**src/rtl/axil_csr_slave.sv**
```systemverilog
// -----------------------------------------------------------------------------
// axil_csr_slave
//
// AXI4-Lite slave that holds the control/status registers of the accelerator
// datapath. It decodes host accesses into configuration outputs, a start pulse
// and a level interrupt for the DMA/crypto engine. It also captures the
// engine's busy level and done pulse.
//
// Register map (decoded on addr[7:2], aliased every 256 bytes):
//   0x00 CTRL     bit0 enable (RW), bit1 start (W1 pulses start_o, reads 0),
//                 bit2 irq_en (RW)
//   0x04 STATUS   bit0 busy (live busy_i), bit1 done (sticky, W1C)
//   0x08 SRC_ADDR RW, byte strobes honoured
//   0x0C DST_ADDR RW, byte strobes honoured
//   0x10 LEN      RW, byte strobes honoured
//   0x14 VERSION  RO
//   other         SLVERR, writes dropped, reads return 0
//
// Ports:
//   clk, rst_n                      clock, asynchronous active-low reset
//   aw*/w*/b*                       AXI-Lite write address/data/response
//   ar*/r*                          AXI-Lite read address/data
//   busy_i, done_i                  engine status (level, one-cycle pulse)
//   enable_o, start_o               CTRL.enable, one-cycle start pulse
//   src_addr_o, dst_addr_o, len_o   configuration registers
//   irq_o                           STATUS.done & CTRL.irq_en
// -----------------------------------------------------------------------------
module axil_csr_slave #(
  parameter int          ADDR_WIDTH = 32,
  parameter int          DATA_WIDTH = 32,
  parameter logic [31:0] VERSION    = 32'h2026_0100
) (
  input  logic                    clk,
  input  logic                    rst_n,
  // write address channel
  input  logic [ADDR_WIDTH-1:0]   awaddr,
  input  logic                    awvalid,
  output logic                    awready,
  // write data channel
  input  logic [DATA_WIDTH-1:0]   wdata,
  input  logic [DATA_WIDTH/8-1:0] wstrb,
  input  logic                    wvalid,
  output logic                    wready,
  // write response channel
  output logic [1:0]              bresp,
  output logic                    bvalid,
  input  logic                    bready,
  // read address channel
  input  logic [ADDR_WIDTH-1:0]   araddr,
  input  logic                    arvalid,
  output logic                    arready,
  // read data channel
  output logic [DATA_WIDTH-1:0]   rdata,
  output logic [1:0]              rresp,
  output logic                    rvalid,
  input  logic                    rready,
  // engine side
  input  logic                    busy_i,
  input  logic                    done_i,
  output logic                    enable_o,
  output logic                    start_o,
  output logic [DATA_WIDTH-1:0]   src_addr_o,
  output logic [DATA_WIDTH-1:0]   dst_addr_o,
  output logic [DATA_WIDTH-1:0]   len_o,
  output logic                    irq_o
);

  localparam int         NB          = DATA_WIDTH / 8;
  localparam logic [1:0] RESP_OKAY   = 2'b00;
  localparam logic [1:0] RESP_SLVERR = 2'b10;

  localparam logic [5:0] IDX_CTRL    = 6'h00;
  localparam logic [5:0] IDX_STATUS  = 6'h01;
  localparam logic [5:0] IDX_SRC     = 6'h02;
  localparam logic [5:0] IDX_DST     = 6'h03;
  localparam logic [5:0] IDX_LEN     = 6'h04;
  localparam logic [5:0] IDX_VERSION = 6'h05;

  typedef enum logic {W_IDLE, W_RESP} w_state_t;
  typedef enum logic {R_IDLE, R_DATA} r_state_t;

  // ---------------------------------------------------------------------------
  // Write channel state
  // ---------------------------------------------------------------------------
  w_state_t              w_state_reg;
  logic                  aw_held_reg;
  logic                  w_held_reg;
  logic [5:0]            aw_idx_reg;
  logic [DATA_WIDTH-1:0] wdata_reg;
  logic [NB-1:0]         wstrb_reg;
  logic                  awready_reg;
  logic                  wready_reg;
  logic                  bvalid_reg;
  logic [1:0]            bresp_reg;

  // ---------------------------------------------------------------------------
  // Register file state
  // ---------------------------------------------------------------------------
  logic                  enable_reg;
  logic                  irq_en_reg;
  logic                  start_reg;
  logic                  done_reg;
  logic                  done_next;
  logic [DATA_WIDTH-1:0] src_reg, src_next;
  logic [DATA_WIDTH-1:0] dst_reg, dst_next;
  logic [DATA_WIDTH-1:0] len_reg, len_next;

  // ---------------------------------------------------------------------------
  // Read channel state
  // ---------------------------------------------------------------------------
  r_state_t              r_state_reg;
  logic                  arready_reg;
  logic                  rvalid_reg;
  logic [1:0]            rresp_reg;
  logic [DATA_WIDTH-1:0] rdata_reg;
  logic [DATA_WIDTH-1:0] rd_mux;
  logic                  rd_err;

  // Only addr[7:2] takes part in decode; the rest is deliberately ignored.
  logic unused_addr_bits;
  assign unused_addr_bits = ^{awaddr[ADDR_WIDTH-1:8], awaddr[1:0],
                              araddr[ADDR_WIDTH-1:8], araddr[1:0]};

  // A write commits on the edge after both halves have been captured.
  logic commit;
  logic wr_ctrl, wr_status, wr_src, wr_dst, wr_len;

  assign commit    = (w_state_reg == W_IDLE) && aw_held_reg && w_held_reg;
  // CTRL/STATUS fields all live in byte 0, so only wstrb[0] matters there.
  assign wr_ctrl   = commit && (aw_idx_reg == IDX_CTRL)   && wstrb_reg[0];
  assign wr_status = commit && (aw_idx_reg == IDX_STATUS) && wstrb_reg[0];
  assign wr_src    = commit && (aw_idx_reg == IDX_SRC);
  assign wr_dst    = commit && (aw_idx_reg == IDX_DST);
  assign wr_len    = commit && (aw_idx_reg == IDX_LEN);

  // ---------------------------------------------------------------------------
  // Write FSM: AW and W are captured independently, then committed together.
  // ---------------------------------------------------------------------------
  always_ff @(posedge clk or negedge rst_n) begin
    if (!rst_n) begin
      w_state_reg <= W_IDLE;
      aw_held_reg <= 1'b0;
      w_held_reg  <= 1'b0;
      aw_idx_reg  <= '0;
      wdata_reg   <= '0;
      wstrb_reg   <= '0;
      awready_reg <= 1'b0;
      wready_reg  <= 1'b0;
      bvalid_reg  <= 1'b0;
      bresp_reg   <= RESP_OKAY;
    end else begin
      case (w_state_reg)
        W_IDLE: begin
          if (aw_held_reg && w_held_reg) begin
            // Both readies are already low here, so no new handshake can land.
            w_state_reg <= W_RESP;
            aw_held_reg <= 1'b0;
            w_held_reg  <= 1'b0;
            bvalid_reg  <= 1'b1;
            bresp_reg   <= (aw_idx_reg <= IDX_VERSION) ? RESP_OKAY : RESP_SLVERR;
          end else begin
            if (awvalid && awready_reg) begin
              aw_held_reg <= 1'b1;
              aw_idx_reg  <= awaddr[7:2];
              awready_reg <= 1'b0;
            end else begin
              awready_reg <= !aw_held_reg;
            end
            if (wvalid && wready_reg) begin
              w_held_reg <= 1'b1;
              wdata_reg  <= wdata;
              wstrb_reg  <= wstrb;
              wready_reg <= 1'b0;
            end else begin
              wready_reg <= !w_held_reg;
            end
          end
        end
        W_RESP: begin
          if (bready) begin
            w_state_reg <= W_IDLE;
            bvalid_reg  <= 1'b0;
            awready_reg <= 1'b1;
            wready_reg  <= 1'b1;
          end
        end
        default: w_state_reg <= W_IDLE;
      endcase
    end
  end

  // ---------------------------------------------------------------------------
  // Byte-lane merge for the three 32-bit configuration registers.
  // ---------------------------------------------------------------------------
  genvar gi;
  generate
    for (gi = 0; gi < NB; gi++) begin : g_lane
      assign src_next[gi*8 +: 8] = (wr_src && wstrb_reg[gi]) ? wdata_reg[gi*8 +: 8]
                                                             : src_reg[gi*8 +: 8];
      assign dst_next[gi*8 +: 8] = (wr_dst && wstrb_reg[gi]) ? wdata_reg[gi*8 +: 8]
                                                             : dst_reg[gi*8 +: 8];
      assign len_next[gi*8 +: 8] = (wr_len && wstrb_reg[gi]) ? wdata_reg[gi*8 +: 8]
                                                             : len_reg[gi*8 +: 8];
    end
  endgenerate

  // A done pulse on the same edge as a W1C keeps done set.
  assign done_next = done_i | (done_reg & ~(wr_status & wdata_reg[1]));

  always_ff @(posedge clk or negedge rst_n) begin
    if (!rst_n) begin
      enable_reg <= 1'b0;
      irq_en_reg <= 1'b0;
      start_reg  <= 1'b0;
      done_reg   <= 1'b0;
      src_reg    <= '0;
      dst_reg    <= '0;
      len_reg    <= '0;
    end else begin
      if (wr_ctrl) begin
        enable_reg <= wdata_reg[0];
        irq_en_reg <= wdata_reg[2];
      end
      start_reg <= wr_ctrl && wdata_reg[1];
      done_reg  <= done_next;
      src_reg   <= src_next;
      dst_reg   <= dst_next;
      len_reg   <= len_next;
    end
  end

  // ---------------------------------------------------------------------------
  // Read decode. Sampled at the AR handshake, so a write committing on the
  // same edge is not yet visible to that read.
  // ---------------------------------------------------------------------------
  always_comb begin
    rd_mux = '0;
    rd_err = 1'b0;
    case (araddr[7:2])
      IDX_CTRL: begin
        rd_mux[0] = enable_reg;
        rd_mux[2] = irq_en_reg;
      end
      IDX_STATUS: begin
        rd_mux[0] = busy_i;
        rd_mux[1] = done_reg;
      end
      IDX_SRC:     rd_mux = src_reg;
      IDX_DST:     rd_mux = dst_reg;
      IDX_LEN:     rd_mux = len_reg;
      IDX_VERSION: rd_mux = VERSION;
      default:     rd_err = 1'b1;
    endcase
  end

  // ---------------------------------------------------------------------------
  // Read FSM
  // ---------------------------------------------------------------------------
  always_ff @(posedge clk or negedge rst_n) begin
    if (!rst_n) begin
      r_state_reg <= R_IDLE;
      arready_reg <= 1'b0;
      rvalid_reg  <= 1'b0;
      rresp_reg   <= RESP_OKAY;
      rdata_reg   <= '0;
    end else begin
      case (r_state_reg)
        R_IDLE: begin
          if (arvalid && arready_reg) begin
            r_state_reg <= R_DATA;
            arready_reg <= 1'b0;
            rvalid_reg  <= 1'b1;
            rdata_reg   <= rd_mux;
            rresp_reg   <= rd_err ? RESP_SLVERR : RESP_OKAY;
          end else begin
            arready_reg <= 1'b1;
          end
        end
        R_DATA: begin
          if (rready) begin
            r_state_reg <= R_IDLE;
            rvalid_reg  <= 1'b0;
            arready_reg <= 1'b1;
          end
        end
        default: r_state_reg <= R_IDLE;
      endcase
    end
  end

  // ---------------------------------------------------------------------------
  // Outputs
  // ---------------------------------------------------------------------------
  assign awready    = awready_reg;
  assign wready     = wready_reg;
  assign bvalid     = bvalid_reg;
  assign bresp      = bresp_reg;
  assign arready    = arready_reg;
  assign rvalid     = rvalid_reg;
  assign rresp      = rresp_reg;
  assign rdata      = rdata_reg;
  assign enable_o   = enable_reg;
  assign start_o    = start_reg;
  assign src_addr_o = src_reg;
  assign dst_addr_o = dst_reg;
  assign len_o      = len_reg;
  // AND of two registers: no cycle added beyond done/irq_en themselves.
  assign irq_o      = done_reg & irq_en_reg;

endmodule

```
**config.mk**
```make
export PLATFORM = sky130hd
export DESIGN_NAME = axil_csr_slave
export DESIGN_NICKNAME = d
export VERILOG_FILES = /design/src/rtl/axil_csr_slave.sv
export SDC_FILE = /design/constraint.sdc
export NUM_CORES = 1
export LEC_CHECK = 0
export BUFFER_PORTS_ARGS = -buffer_cell sky130_fd_sc_hd__buf_2
export CORE_ASPECT_RATIO = 1.5
export CORE_UTILIZATION = 55
export DETAILED_ROUTE_END_ITERATION = 8
export PLACE_DENSITY = 0.84
export SETUP_SLACK_MARGIN = 0.15
export SYNTH_ARGS = -nofsm -noshare
export SYNTH_HDL_FRONTEND = slang
export SYNTH_SLANG_ARGS = --single-unit
```
**constraint.sdc**
```tcl
create_clock -name clk -period 4.3 [get_ports clk]
set_clock_uncertainty 0.05 [all_clocks]
set_input_delay 0.215 -clock clk [delete_from_list [all_inputs] [get_ports clk]]
set_output_delay 0.215 -clock clk [all_outputs]
set_load 0.005 [all_outputs]
```
== Word-level counts from Yosys, hierarchy flattened ==
Cells that the tools add are included.

* Flip-flop bits (word level): 187
* Output and inout bits: 140

* Muxes and demuxes: 32
* Magnitude comparators: 1
* Equality and inequality tests: 14
* Bitwise logic cells: 8
* Reductions and logical operators: 42

{| class="wikitable"
|+ Operators by type and width
! cell !! count
|-
| one-hot mux 29 bit (4 select lines) || 1
|-
| logical AND 1 bit || 26
|-
| == test 6 x 2 -> 1 bit (second input constant) || 4
|-
| two-way mux 1 bit || 19
|-
| == test 6 x 3 -> 1 bit (second input constant) || 3
|-
| one-hot mux 1 bit (2 select lines) || 7
|-
| AND reduction 2 bit || 7
|-
| == test 6 x 1 -> 1 bit (second input constant) || 2
|-
| zero test 6 bit || 2
|-
| != test 2 bit (second input constant) || 4
|-
| one-hot mux 1 bit (4 select lines) || 2
|-
| less-or-equal comparator 6 x 3 -> 1 bit (second input constant) || 1
|-
| AND reduction 3 bit || 2
|-
| OR reduction 6 bit || 1
|-
| one-hot mux 1 bit (5 select lines) || 1
|-
| two-way mux 2 bit || 2
|-
| NOT 1 bit || 4
|-
| nonzero test 2 bit || 2
|-
| bitwise AND 1 bit || 3
|-
| zero test 1 bit || 2
|-
| != test 2 x 1 -> 1 bit (second input constant) || 1
|-
| bitwise OR 1 bit || 1
|}

== Logic depth before layout (Yosys ltp) ==
* Depth after elaboration: 9
* Gate-level depth with buffers: 6

== Worst setup path before layout ==
Ideal clock, no wire load.

* Path kind: flip-flop to flip-flop
* Start: reg aw_idx_reg[2]
* End: reg src_reg[10], in the netlist src_addr_o[10]
* Arrival: 1.909 ns
* Path buffers: 2
* Setup time: 0.125 ns
* Slack: 2.216 ns
* Required time: 4.125 ns
* Period minus slack after synthesis: 2.084 ns
* Stages on the path, launching flop included: 7
* Cell sequence: dfrtp_1 > buf_2 > or4_4 > nor2_4 > and3_1 > buf_4 > mux2_2

* Longest elaborated chain between the ends: 3

{| class="wikitable"
|+ RTL lines
! element !! RTL line !! RTL
|-
| start: declaration || 88 || <nowiki>logic [5:0] aw_idx_reg;</nowiki>
|-
| start signal: assignment || 164 || <nowiki>aw_idx_reg <= awaddr[7:2];</nowiki>
|-
| == test 6 x 2 -> 1 bit || 132 || <nowiki>assign wr_src = commit && (aw_idx_reg == IDX_SRC);</nowiki>
|-
| logical AND 1 bit || 132 ||
|-
| logical AND 1 bit || 198 || <nowiki>assign src_next[gi*8 +: 8] = (wr_src && wstrb_reg[gi]) ? wdata_reg[gi*8 +: 8]</nowiki>
|-
| end signal: assignment || 226 || <nowiki>src_reg <= src_next;</nowiki>
|-
| end: declaration || 104 || <nowiki>logic [DATA_WIDTH-1:0] src_reg, src_next;</nowiki>
|}

No other way between the ends.
A chain may end at the register's enable or synchronous reset.

== Worst setup path in the final report ==
* Start: reg r_state_reg
* End: reg rdata_reg[27], in the netlist rdata[27]

* Longest elaborated chain between the ends: 2

{| class="wikitable"
|+ RTL lines
! element !! RTL line !! RTL
|-
| start: declaration || 111 || <nowiki>r_state_t r_state_reg;</nowiki>
|-
| start signal: assignment || 261 || <nowiki>r_state_reg <= R_IDLE;</nowiki>
|-
| start signal: assignment || 270 || <nowiki>r_state_reg <= R_DATA;</nowiki>
|-
| start signal: assignment || 281 || <nowiki>r_state_reg <= R_IDLE;</nowiki>
|-
| NOT 1 bit (no line) || n/a ||
|-
| AND reduction 2 bit (no line) || n/a ||
|-
| end signal: assignment || 273 || <nowiki>rdata_reg <= rd_mux;</nowiki>
|-
| end: declaration || 115 || <nowiki>logic [DATA_WIDTH-1:0] rdata_reg;</nowiki>
|}

No other way between the ends.

==> results.md <==
* Outcome: finished, violations left
* Failing checks: DRC
* Worst-Margin Slew at 1180 ps
* Async set-reset flop share out of synthesis at between 90% and 100%
* DP HPWL at ~13000 um
* Reg2reg path depth at 5
* Top post-synthesis cells by area: dfrtp_1 61%, mux2_2 21%, a22oi_1 4.7%, o21ai_0 2.1%, a21oi_1 0.99%
* Die W at approximately 98 um
* Final Max Tran Viols at 0
* Hold Path Depth at 2
* Peak supply drop at 0.000505 V
* I/O pins at 249
* Min Tclk post-route at between 2000 and 3000 ps
* Initial Util at 56.3%
* Max-cap violations at 0
* Port bufs at slightly below 200
* Yosys warnings at 0
* Post-synth cell types at 43
* Worst EP arrival at 2730 ps
* Final nets at between 800 and 900
* Data required, critical path at 4500 ps
* Die area at about 14000 um2
* Setup crit end kind: flip-flop
* Routed Antenna Nets at 0
* H-tree Lvls at 4
* Clk_lat worst skew at roughly 420 ps
* Post-DR vias/cell at 5.89
* Largest net degree at the start of global routing at roughly 110
* Core Area at 13500 um2
* Number of global-route vias before repair at between 6k and 7k
* Tot GR Track Use at 29.0%
* Leakage at 5.00 nW
* Crit-path max FO at 37
* DRC at 15
* Flop and latch count out of synthesis at approximately 190
* Endpoints failing setup at 0
* DR iter-0 viols at 262
* Pwr Density at 588 nW/um2
* Bufs on Longest Clock Path at 2
* Clock sink total at ~190
* CP Launch Type: flip-flop
* Netlist area before placement at 7620 um2
* Max Clk Rate at 0.394 GHz
* Synth Area per Inst at about 14 um2
* Sequential share of the synthesized area at approximately three fifths
* Layout cells sized above 1 at 49.2%
* Reg clk slew, reported paths at around 70 ps
* RSZ-0062 raised after global routing: no
* Final wirelength at between 15000 and 20000 um
* Final Hold Violating Endpoints at 0
* Min-delay worst type: input pin to flip-flop
* Top_reg_cell synth: dfrtp_1
* EDFF count, synth at 0
* Root Driver: clkbuf_16
* Placer's final routability congestion estimate at 0.803
* Die height at roughly 150 um
* Synth Instances at between 500 and 600
* Filler Cell Count at between 800 and 900
* Crit Path Category: flip-flop to flip-flop
* Initial antenna violation count at 1
* WL/cell at approximately 21 um
* Pwr Total at roughly 5.7 mW
* Share of Yosys cell area claimed by the top area cell type at about 60%
* Layout area overhead at 27.8%
* Final cycle utilization of the critical path at ~60%
* Row cnt at 52
* Placed Cells at roughly 880
* Relative slew slack at between 20% and 30%
* CTS tree: yes
* Yosys top cell by area: dfrtp_1
* Post-route insts no fill at ~950
* Via Count at 5608
* Global route total overflow at 0
* Setup_tns at 0 ps
* First-pass GRT wire length at approximately 32000 um
* Post-CTS Setup Bufs at 0
* First-pass DRT Iterations at 7
* CTS Buf Count at 17
cell usage after synthesis, types with 2 or more instances:
cell and count:
dfrtp_1 185, mux2_2 140, a22oi_1 48, o21ai_0 32, clkbuf_1 17, a21oi_1 15
nand2_1 13, nor2_1 12, mux2i_1 7, and3_1 6, buf_4 6, nand3b_1 5
o21ai_1 5, buf_2 4, inv_1 4, nand4_2 4, nand3_1 3, nand4_4 3
nor2b_1 3, nor3_1 3, a221o_1 2, a311oi_1 2, a31oi_1 2
path summary, 6_finish.rpt:
| check | startpoint | end | slack (ps) |
|---|---|---|---|
| max reg2reg | r_state_reg$_DFF_PN0_ | rdata[27]$_DFFE_PN0P_ | 1760 |
| max in group asynchronous | rst_n | aw_idx_reg[0]$_DFFE_PN0P_ | 2690 |
| max | r_state_reg$_DFF_PN0_ | rdata[27]$_DFFE_PN0P_ | 1760 |
| min reg2reg | rdata[8]$_DFFE_PN0P_ | rdata[8]$_DFFE_PN0P_ | 430 |
| min | wdata[8] | wdata_reg[8]$_DFFE_PN0P_ | 20 |
| min in group asynchronous | rst_n | dst_addr_o[13]$_DFFE_PN0P_ | 410 |
metal layers:
layer,GRT usage (%),up-vias,wire length [um]
li1,-,2474,-
met1,33.2,2891,7380
met2,52.0,199,10800
met3,6.22,44,1030
met4,12.4,0,588
met5,0,-,0
final cells by class:
type | instances | area, um2 | area share (%)
repair buffers | 244 | 1460 | 15.0
flip-flops and latches | 185 | 4630 | 47.6
diodes | 1 | 2.50 | 0.0257
inverters | 4 | 15.0 | 0.154
multi-input cells | 324 | 2870 | 29.4
well taps | 162 | 203 | 2.08
clock inverters | 14 | 129 | 1.32
clock buffers | 18 | 429 | 4.41
per-stage QoR:
step	hold WS (ps)	cell area (um2)	util (%)	setup slack (ps)
final	17.1	9730	71.9	1760
after global routing	1.82	9730	71.9	1620
after CTS	1.24	9720	71.8	1760
after detailed placement	349	8740	64.6	1790
after global placement	323	8740	64.6	1880
after floorplan	-131	7620	-	2220
power breakdown:
| part | internal (mW) | switching [mW] | leakage, nW |
|---|---|---|---|
| combinational | 0.789 | 0.606 | 2.29 |
| clock | 0.766 | 0.716 | 0.266 |
| sequential | 2.30 | 0.554 | 2.45 |
| total | 3.85 | 1.88 | 5.00 |
cell usage in the layout (no fill, tap or decap), drive strengths merged, types with 3 or more instances in the layout:
cell type	n
a21oi	15
a22oi	48
and3	6
buf	201
clkbuf	18
clkinv	3
clkinvlp	3
dfrtp	185
dlygate4sd3	43
inv	12
mux2	140
mux2i	7
nand2	13
nand3	4
nand3b	5
nand4	8
nor2	13
nor2b	3
nor3	4
o21ai	37
cell families after synthesis:
logic type | count (synthesis) | synth area share (%)
flip-flops | 185 | 60.8
XOR/XNOR | 1 | 0.115
multiplexers | 148 | 21.9
AO/OA/AOI/OAI | 109 | 9.13
buffers and inverters | 33 | 2.00
other | 1 | 0.0492
AND/OR/NAND/NOR | 64 | 6.00
critical path, stage by stage, from the launching register on:
cell and delay (ps):
dfrtp_1 400, nand3b_1 130, buf_4 440, nor2_1 180, nand2_1 890, o21ai_0 250
timing repair:
item,in CTS,in global routing
hold endpoints to repair,147,1
hold buffers,42,1
gates resized for setup,0,0
(Power assumes the default switching activity.)
